File: src/rtl/shifter_pkg.sv
// shifter_pkg: shared shift-count type and per-stage shift amount for the barrel shifter.
package shifter_pkg;
  localparam int SHIFT_W = 6;
  typedef logic [SHIFT_W-1:0] shamt_t;
  function automatic int stage_shift(input int k);
    return 1 << k;
  endfunction
endpackage

File: src/rtl/shifter_if.sv
// shifter_if: operand/result bus of the registered arithmetic right shifter.
interface shifter_if #(parameter int BIT_WIDTH = 8);
  import shifter_pkg::*;
  logic in_valid;
  logic [BIT_WIDTH-1:0] x_in;
  shamt_t shift_by_in;
  logic [BIT_WIDTH-1:0] y_out;
  logic out_valid;
  modport master(output in_valid, x_in, shift_by_in, input y_out, out_valid);
  modport slave(input in_valid, x_in, shift_by_in, output y_out, out_valid);
endinterface

File: src/rtl/shifter_stage.sv
// shifter_stage: one barrel level, arithmetic shift by 2^STAGE when enabled.
// Reports the most significant bit this level would discard, which feeds rounding.
module shifter_stage
  import shifter_pkg::*;
#(
  parameter int BIT_WIDTH = 8,
  parameter int STAGE = 0
) (
  input  logic [BIT_WIDTH-1:0] data,
  input  logic                 en,
  output logic [BIT_WIDTH-1:0] q,
  output logic                 last_out
);
  localparam int SH = stage_shift(STAGE);
  localparam int LB = (SH < BIT_WIDTH ? SH : BIT_WIDTH) - 1;
  if (SH >= BIT_WIDTH) begin : g_fill
    assign q = en ? {BIT_WIDTH{data[BIT_WIDTH-1]}} : data;
  end else begin : g_shift
    assign q = en ? BIT_WIDTH'($signed(data) >>> SH) : data;
  end
  assign last_out = data[LB];
endmodule

File: src/rtl/shifter.sv
// shifter: registered arithmetic right shifter (x >>> n, 1-cycle latency, full throughput).
// Define SHIFTER_ROUND_EN for round-half-up instead of truncation toward -inf.
module shifter
  import shifter_pkg::*;
#(
  parameter int BIT_WIDTH = 8
) (
  input logic clk,
  input logic rst_n,
  shifter_if.slave bus
);
  localparam shamt_t WMAX = shamt_t'(BIT_WIDTH);
  logic [SHIFT_W:0][BIT_WIDTH-1:0] d;
  logic [SHIFT_W:0] r;
  logic [SHIFT_W-1:0] lo;
  logic [BIT_WIDTH-1:0] res;
  assign d[0] = bus.x_in;
  assign r[0] = 1'b0;
  for (genvar k = 0; k < SHIFT_W; k++) begin : g_stage
    shifter_stage #(.BIT_WIDTH(BIT_WIDTH), .STAGE(k)) u_stage (
      .data(d[k]),
      .en(bus.shift_by_in[k]),
      .q(d[k+1]),
      .last_out(lo[k])
    );
    // the highest enabled stage discards bit x[s-1], the rounding bit
    assign r[k+1] = bus.shift_by_in[k] ? lo[k] : r[k];
  end
`ifdef SHIFTER_ROUND_EN
  assign res = d[SHIFT_W] + {{(BIT_WIDTH-1){1'b0}}, r[SHIFT_W] && (bus.shift_by_in <= WMAX)};
`else
  logic unused_round;
  assign unused_round = r[SHIFT_W] ^ (WMAX == '0);
  assign res = d[SHIFT_W];
`endif
  always_ff @(posedge clk or negedge rst_n)
    if (!rst_n) begin
      bus.y_out <= '0;
      bus.out_valid <= 1'b0;
    end else begin
      bus.out_valid <= bus.in_valid;
      if (bus.in_valid) bus.y_out <= res;
    end
endmodule

File: src/flat_wrapper.sv
// flat-port wrapper written by rule: the top's interface ports become plain ports
module shifter_flat import shifter_pkg::*;
#(
  parameter int BIT_WIDTH = 8
)
  (clk, rst_n, bus_in_valid, bus_x_in, bus_shift_by_in, bus_y_out, bus_out_valid);
  shifter_if #(.BIT_WIDTH(BIT_WIDTH)) bus_i ();
  input logic clk;
  input logic rst_n;
  input wire logic [$bits(bus_i.in_valid)-1:0] bus_in_valid;
  input wire logic [$bits(bus_i.x_in)-1:0] bus_x_in;
  input wire logic [$bits(bus_i.shift_by_in)-1:0] bus_shift_by_in;
  output wire logic [$bits(bus_i.y_out)-1:0] bus_y_out;
  output wire logic [$bits(bus_i.out_valid)-1:0] bus_out_valid;
  assign bus_i.in_valid = bus_in_valid;
  assign bus_i.x_in = bus_x_in;
  assign bus_i.shift_by_in = bus_shift_by_in;
  assign bus_y_out = bus_i.y_out;
  assign bus_out_valid = bus_i.out_valid;
  shifter #(.BIT_WIDTH(BIT_WIDTH)) u_core (.clk(clk), .rst_n(rst_n), .bus(bus_i));
endmodule
File: config.mk
export PLATFORM = sky130hd
export DESIGN_NAME = shifter_flat
export DESIGN_NICKNAME = d
export VERILOG_FILES = /design/src/rtl/shifter_pkg.sv /design/src/rtl/shifter_if.sv /design/src/rtl/shifter_stage.sv /design/src/rtl/shifter.sv /design/src/flat_wrapper.sv
export SDC_FILE = /design/constraint.sdc
export NUM_CORES = 1
export LEC_CHECK = 0
export ABC_AREA = 0
export CELL_PAD_IN_SITES_DETAIL_PLACEMENT = 1
export CELL_PAD_IN_SITES_GLOBAL_PLACEMENT = 2
export CORE_UTILIZATION = 27
export DETAILED_ROUTE_END_ITERATION = 16
export PLACE_DENSITY = 0.81
export SLEW_MARGIN = 20
export SYNTH_ARGS = -nofsm -noshare
export SYNTH_HDL_FRONTEND = slang
export SYNTH_SLANG_ARGS = --single-unit
File: constraint.sdc
create_clock -name clk -period 1.1 [get_ports clk]
set_input_delay 0.11 -clock clk [delete_from_list [all_inputs] [get_ports clk]]
set_output_delay 0.11 -clock clk [all_outputs]
set_load 0.02 [all_outputs]
==> impl_metrics.env, run 1 <==
export IMPL_dp_cells=130
export IMPL_final_cells=136
export IMPL_peakVddDrop_uv=505
export IMPL_core_region_area_mm2=0.00225
export IMPL_drt_pass1_iter_count=3
export IMPL_clockRootBuffer="clkbuf_4"
export IMPL_synthCells=62
export IMPL_cts_made_buffers=3
export IMPL_p_comb_share_pct=37.2
export IMPL_intPower_mw=0.697
export IMPL_max_freq_ghz=0.921
export IMPL_outcome="finished, final reports clean"
export IMPL_wirelength_um=2030
export IMPL_switchingPower_mw=0.304
export IMPL_dieArea_mm2=0.00263
export IMPL_clk_path_buf_depth=2
export IMPL_synth_area_um2=656
export IMPL_synth_edf_count=0
export IMPL_p_seq_share_pct=38.1
export IMPL_synthXorXnorAreaFrac_pct=0
export IMPL_worstSetupPathType="input port to register"
export IMPL_path_cells="dlygate4sd2_1 -> or4_4 -> nor3_2 -> o31ai_1"
export IMPL_synth_mux_area_fraction_pct=24.4
export IMPL_synthFlopType="dfrtp_1"
export IMPL_ios=26
export IMPL_drc=0
export IMPL_p_sw_share_pct=30.4
export IMPL_final_util_pct=50.4
export IMPL_tightest_slew_ns=0.410
export IMPL_min_path_type="input port to asynchronous set/reset pin"
export IMPL_clk_pin_slew_worst_paths_ns=0.06
export IMPL_drtIter0Drc=5
export IMPL_slew_headroom_pct=72.5
export IMPL_grt_pass1_wl_um=3550
export IMPL_finalCritPeriodShare_pct=98.7
export IMPL_synth_top_family_by_area="multiplexers"
export IMPL_die_y_um=51.3
export IMPL_tns_ns=0
export IMPL_syn_to_final_growth_pct=73.5
export IMPL_io_buffer_count=25
export IMPL_synth_cell_type_count=30
export IMPL_avgSynthCellArea_um2=10.6
export IMPL_cts_num_sinks=9
export IMPL_crit_fanout=3
export IMPL_slew_violations=0
export IMPL_critPathMaxStageDelay_ns=0.56
export IMPL_drtAntennaViolNets=0
export IMPL_vias_per_cell=5.10
export IMPL_leakage_nw=0.489
export IMPL_cap_violations=0
export IMPL_yosysWarnings=0
export IMPL_grt_pass1_vias=764
export IMPL_drive_gt1_share_pct=44.4
export IMPL_fin_worst_skew_ns=0
export IMPL_grt_usage_pct=18.3
export IMPL_setup_viol=0
export IMPL_cp_arrival_ns=1.22
export IMPL_hold_viol_final=0
export IMPL_die_w_um=51.3
export IMPL_power_density_mw_per_mm2=880
export IMPL_synthSimpleGateAreaFrac_pct=22.3
export IMPL_start_util_pct=29.1
export IMPL_cts_tree="done"
export IMPL_htree_levels=1
export IMPL_vias=694
export IMPL_p_clk_share_pct=24.7
export IMPL_wl_per_cell_um=14.9
export IMPL_crit_path_end_kind="register"
export IMPL_n_antenna_cell=0
export IMPL_synthArstFlopShare_pct=100
export IMPL_cp_required_ns=1.24
export IMPL_gp_congestion=0.747
export IMPL_grt_setup_unrepaired="yes"
export IMPL_synthAdderAreaFrac_pct=0
export IMPL_insertion_delay_ns=0.25
export IMPL_startpoint_type="input port"
export IMPL_hpwlAfterDp_um=1640
export IMPL_grt_ovfl_total=0
export IMPL_antenna_found_initial=0
export IMPL_grt_max_degree=10
export IMPL_rows=17
export IMPL_final_common_cell="buf_4"
export IMPL_ys_ff_latch=9
export IMPL_crit_slowest_cell="or4_4"
export IMPL_critical_path_top_delay_family="simple AND/OR/NAND/NOR gates"
export IMPL_min_period_ns=1.09
export IMPL_cp_buffers_inverters=1
export IMPL_syn_num_nets=79
export IMPL_yosysSeqAreaShare_pct=34.4
export IMPL_synth_compound_area_share_pct=14.7
export IMPL_final_cell_mix="19 x buf_4, 12 x dlygate4sd2_1, 9 x dfrtp_1"
export IMPL_nets=126
-- registers in the layout, indices dropped and copies added, names as in the netlist --
signal                cells
u_core.bus.out_valid      1
u_core.bus.y_out          8
-- cell families after synthesis --
group | count (synthesis)
AND/OR/NAND/NOR | 24
AO/OA/AOI/OAI | 14
multiplexers | 9
flip-flops | 9
buffers and inverters | 6
-- what timing repair did --
| action | in CTS | in global routing |
|---|---|---|
| resized for setup | 31 | 15 |
| setup buffers | 2 | 0 |
| hold buffers | 0 | 0 |
| pin swaps | 3 | 6 |
| endpoints found under the setup margin | 16 | 11 |
-- routing by layer --
layer  vias to the layer above  share of wire (%)  track usage (%)
met5                         -                  0                0
met4                         0                  0             4.05
met3                         0                3.1             2.68
met2                        20                 54             34.9
met1                       342                 43             21.3
li1                        332                  -                -
-- area by class of cell --
class                   count  area, µm²
inverters                   2       7.51
multi-input cells          47        442
flip-flops and latches      9        225
repair buffers             46        402
well taps                  28       35.0
clock buffers               4       26.3
fillers                   273       1120
-- power groups by stage --
stage	logic (mW)	clock network, mW	registers (mW)
6_report	0.372	0.247	0.381
5_1_grt	0.404	0.280	0.386
4_1_cts	0.364	0.258	0.381
3_5_place_dp	0.380	0	0.388
3_3_place_gp	0.374	0	0.386
2_1_floorplan	0.119	0	0.427
-- metrics by stage --
| stage | power [mW] | cell area, µm² | worst slack [ns] | hold WS, ns |
|---|---|---|---|---|
| after CTS | 1.00 | 1110 | 0.00262 | 0.164 |
| final | 1.00 | 1140 | 0.0144 | 0.152 |
| after global routing | 1.07 | 1140 | -0.0133 | 0.162 |
| after global placement | 0.760 | 1060 | -0.526 | 0.430 |
| after detailed placement | 0.769 | 1060 | -0.570 | 0.439 |
| after floorplan | 0.546 | 659 | 0.0227 | -0.186 |
-- synth_stat cells, drive strengths merged, types with 2 or more instances --
cell type / count / area [µm²]
mux2: 3 / 33.8
buf: 2 / 12.5
nor3: 4 / 30.0
clkbuf: 2 / 7.51
o31ai: 2 / 15.0
nor2: 6 / 22.5
inv: 2 / 7.51
dfrtp: 9 / 225
nand2: 7 / 26.3
a21oi: 2 / 10.0
a31oi: 4 / 25.0
mux4: 5 / 116
-- worst paths after layout --
| kind | depth (start not counted) | to | start | slack [ns] |
|---|---|---|---|---|
| max | 4 | u_core.bus.y_out[6]$_DFFE_PN0P_ | bus_shift_by_in[2] | 0.01 |
| min | 1 | u_core.bus.y_out[1]$_DFFE_PN0P_ | rst_n | 0.15 |
| max reg2reg | 1 | u_core.bus.y_out[7]$_DFFE_PN0P_ | u_core.bus.y_out[7]$_DFFE_PN0P_ | 0.35 |
| min reg2reg | 2 | u_core.bus.y_out[6]$_DFFE_PN0P_ | u_core.bus.y_out[6]$_DFFE_PN0P_ | 0.48 |
| max in group asynchronous | 1 | u_core.bus.out_valid$_DFF_PN0_ | rst_n | 0.66 |
| min in group clk | 4 | u_core.bus.y_out[2]$_DFFE_PN0P_ | bus_shift_by_in[4] | 0.25 |
No activity file was read; power rests on OpenSTA's default activity.
==> run 2: changes to the inputs <==
--- a/config.mk
+++ b/config.mk
@@ -8,9 +8,9 @@
 export ABC_AREA = 0
 export CELL_PAD_IN_SITES_DETAIL_PLACEMENT = 1
 export CELL_PAD_IN_SITES_GLOBAL_PLACEMENT = 2
-export CORE_UTILIZATION = 27
+export CORE_UTILIZATION = 25
 export DETAILED_ROUTE_END_ITERATION = 16
-export PLACE_DENSITY = 0.81
+export PLACE_DENSITY = 0.75
 export SLEW_MARGIN = 20
 export SYNTH_ARGS = -nofsm -noshare
 export SYNTH_HDL_FRONTEND = slang
==> constraint.sdc (replaced) <==
create_clock -name clk -period 1.2 [get_ports clk]
set_input_delay 0.12 -clock clk [delete_from_list [all_inputs] [get_ports clk]]
set_output_delay 0.12 -clock clk [all_outputs]
set_load 0.02 [all_outputs]
==> impl_metrics.env, run 2 (synthesis results as in run 1) <==
export IMPL_outcome="finished, final reports clean"
export IMPL_slew_violations=0
export IMPL_startpoint_type="input port"
export IMPL_num_fill_cells=303
export IMPL_nets=125
export IMPL_finalCritPeriodShare_pct=95.7
export IMPL_htree_levels=1
export IMPL_p_sw_share_pct=30.6
export IMPL_max_freq_ghz=0.871
export IMPL_cts_tree="done"
export IMPL_grt_max_degree=10
export IMPL_dp_slack_ns=-0.477
export IMPL_timing_final_ws_setup_ns=0.0518
export IMPL_final_common_cell="buf_4"
export IMPL_final_cell_mix="19 x buf_4, 16 x dlygate4sd2_1, 9 x dfrtp_1"
export IMPL_drtAntennaViolNets=0
export IMPL_top_register="u_core.bus.y_out"
export IMPL_vias=678
export IMPL_min_period_ns=1.15
export IMPL_ios=26
export IMPL_n_antenna_cell=0
export IMPL_gp_congestion=0.703
export IMPL_grt_usage_pct=16.6
export IMPL_slew_headroom_pct=70.8
export IMPL_leakage_nw=0.488
export IMPL_vias_per_cell=4.95
export IMPL_cap_violations=0
export IMPL_clk_path_buf_depth=2
export IMPL_dieArea_mm2=0.00283
export IMPL_hold_viol_final=0
export IMPL_grt_setup_unrepaired="no"
export IMPL_p_comb_share_pct=36.4
export IMPL_power_density_mw_per_mm2=813
export IMPL_antenna_found_initial=0
export IMPL_hpwlAfterDp_um=1620
export IMPL_drc=0
export IMPL_core_region_area_mm2=0.00248
export IMPL_drt_pass1_iter_count=3
export IMPL_cp_required_ns=1.34
export IMPL_cp_arrival_ns=1.29
export IMPL_switchingPower_mw=0.279
export IMPL_critPathMaxStageDelay_ns=0.59
export IMPL_peakVddDrop_uv=542
export IMPL_setup_viol=0
export IMPL_min_path_type="input port to asynchronous set/reset pin"
export IMPL_crit_slowest_cell="or4_4"
export IMPL_crit_path_end_kind="register"
export IMPL_drive_gt1_share_pct=36.4
export IMPL_drtIter0Drc=2
export IMPL_grt_pass1_wl_um=3290
export IMPL_cts_made_buffers=3
export IMPL_reg_top3="u_core.bus.y_out: 8 flops, u_core.bus.out_valid: 1 flops"
export IMPL_start_util_pct=26.5
export IMPL_intPower_mw=0.631
export IMPL_wirelength_um=1990
export IMPL_multi_input_area_um2=434
export IMPL_fin_worst_skew_ns=0
export IMPL_post_route_cell_area_mm2=0.00112
export IMPL_die_w_um=53.2
export IMPL_total_power_mw=0.910
export IMPL_clockRootBuffer="clkbuf_4"
export IMPL_wl_per_cell_um=14.5
export IMPL_worstSetupPathType="input port to register"
export IMPL_insertion_delay_ns=0.25
export IMPL_grt_pass1_vias=744
export IMPL_holdWs_ns=0.170
export IMPL_p_clk_share_pct=25.5
export IMPL_path_cells="dlygate4sd2_1 -> or4_4 -> nor3_2 -> o31ai_1"
export IMPL_syn_to_final_growth_pct=70.8
export IMPL_io_buffer_count=25
export IMPL_clk_pin_slew_worst_paths_ns=0.07
export IMPL_die_y_um=53.2
export IMPL_placed_area_mm2=0.00107
export IMPL_rows=18
export IMPL_crit_fanout=4
export IMPL_cts_num_sinks=9
export IMPL_grt_ovfl_total=0
export IMPL_p_seq_share_pct=38.2
export IMPL_post_cts_buffers=0
export IMPL_tightest_slew_ns=0.436
export IMPL_seq_area_um2=225
export IMPL_largest_reg_flops=8
## run 2: metrics by stage
step,instances,TNS [ns],util (%)
after CTS,137,0,44.7
after global routing,137,0,45.2
after global placement,133,-2.98,43.3
after detailed placement,133,-3.24,43.3
final,137,0,45.2
after floorplan,62,0,-
## run 2: power groups by stage
stage               registers (mW)  clock network [mW]  logic, mW
finish                       0.347               0.232      0.331
global route                 0.351               0.262      0.361
CTS                          0.348               0.241      0.333
detailed placement           0.355                   0      0.353
floorplan                    0.391                   0      0.108
global placement             0.353                   0      0.347
## run 2: worst max-delay path: cells and delay by family
family | cells | cell delay (ns)
and+or+nand+nor | 2 | 0.81
AOI/OAI and AO/OA | 1 | 0.09
buffers and inverters | 1 | 0.27
## run 2: final timing paths
check                                                  end                       startpoint  depth (start not counted)  slack (ns)
setup / recovery           u_core.bus.y_out[6]$_DFFE_PN0P_               bus_shift_by_in[5]                          4        0.05
hold / removal             u_core.bus.y_out[5]$_DFFE_PN0P_                            rst_n                          1        0.17
setup reg to reg           u_core.bus.y_out[2]$_DFFE_PN0P_  u_core.bus.y_out[2]$_DFFE_PN0P_                          2        0.40
hold reg to reg            u_core.bus.y_out[6]$_DFFE_PN0P_  u_core.bus.y_out[6]$_DFFE_PN0P_                          2        0.49
max in group asynchronous  u_core.bus.y_out[0]$_DFFE_PN0P_                            rst_n                          1        0.72
min in group clk           u_core.bus.y_out[1]$_DFFE_PN0P_               bus_shift_by_in[2]                          4        0.36
## run 2: timing repair
| action | CTS | global route |
|---|---|---|
| setup endpoints to repair | 16 | 6 |
| hold buffers | 0 | 0 |
| resized for setup | 22 | 4 |
| pin swaps | 3 | 4 |
## run 2: final cells by class
cell class,count,share of cell area [%]
flip-flops and latches,9,20.1
multi-input cells,47,38.8
inverters,2,0.670
well taps,30,3.35
clock buffers,4,2.35
repair buffers,45,34.7
## run 2: layer usage
metal / track usage, % / routed length (µm)
met4: 5.26 / 14
met2: 31.3 / 1050
met3: 2.59 / 69
met1: 18.4 / 854
met5: 0 / 0
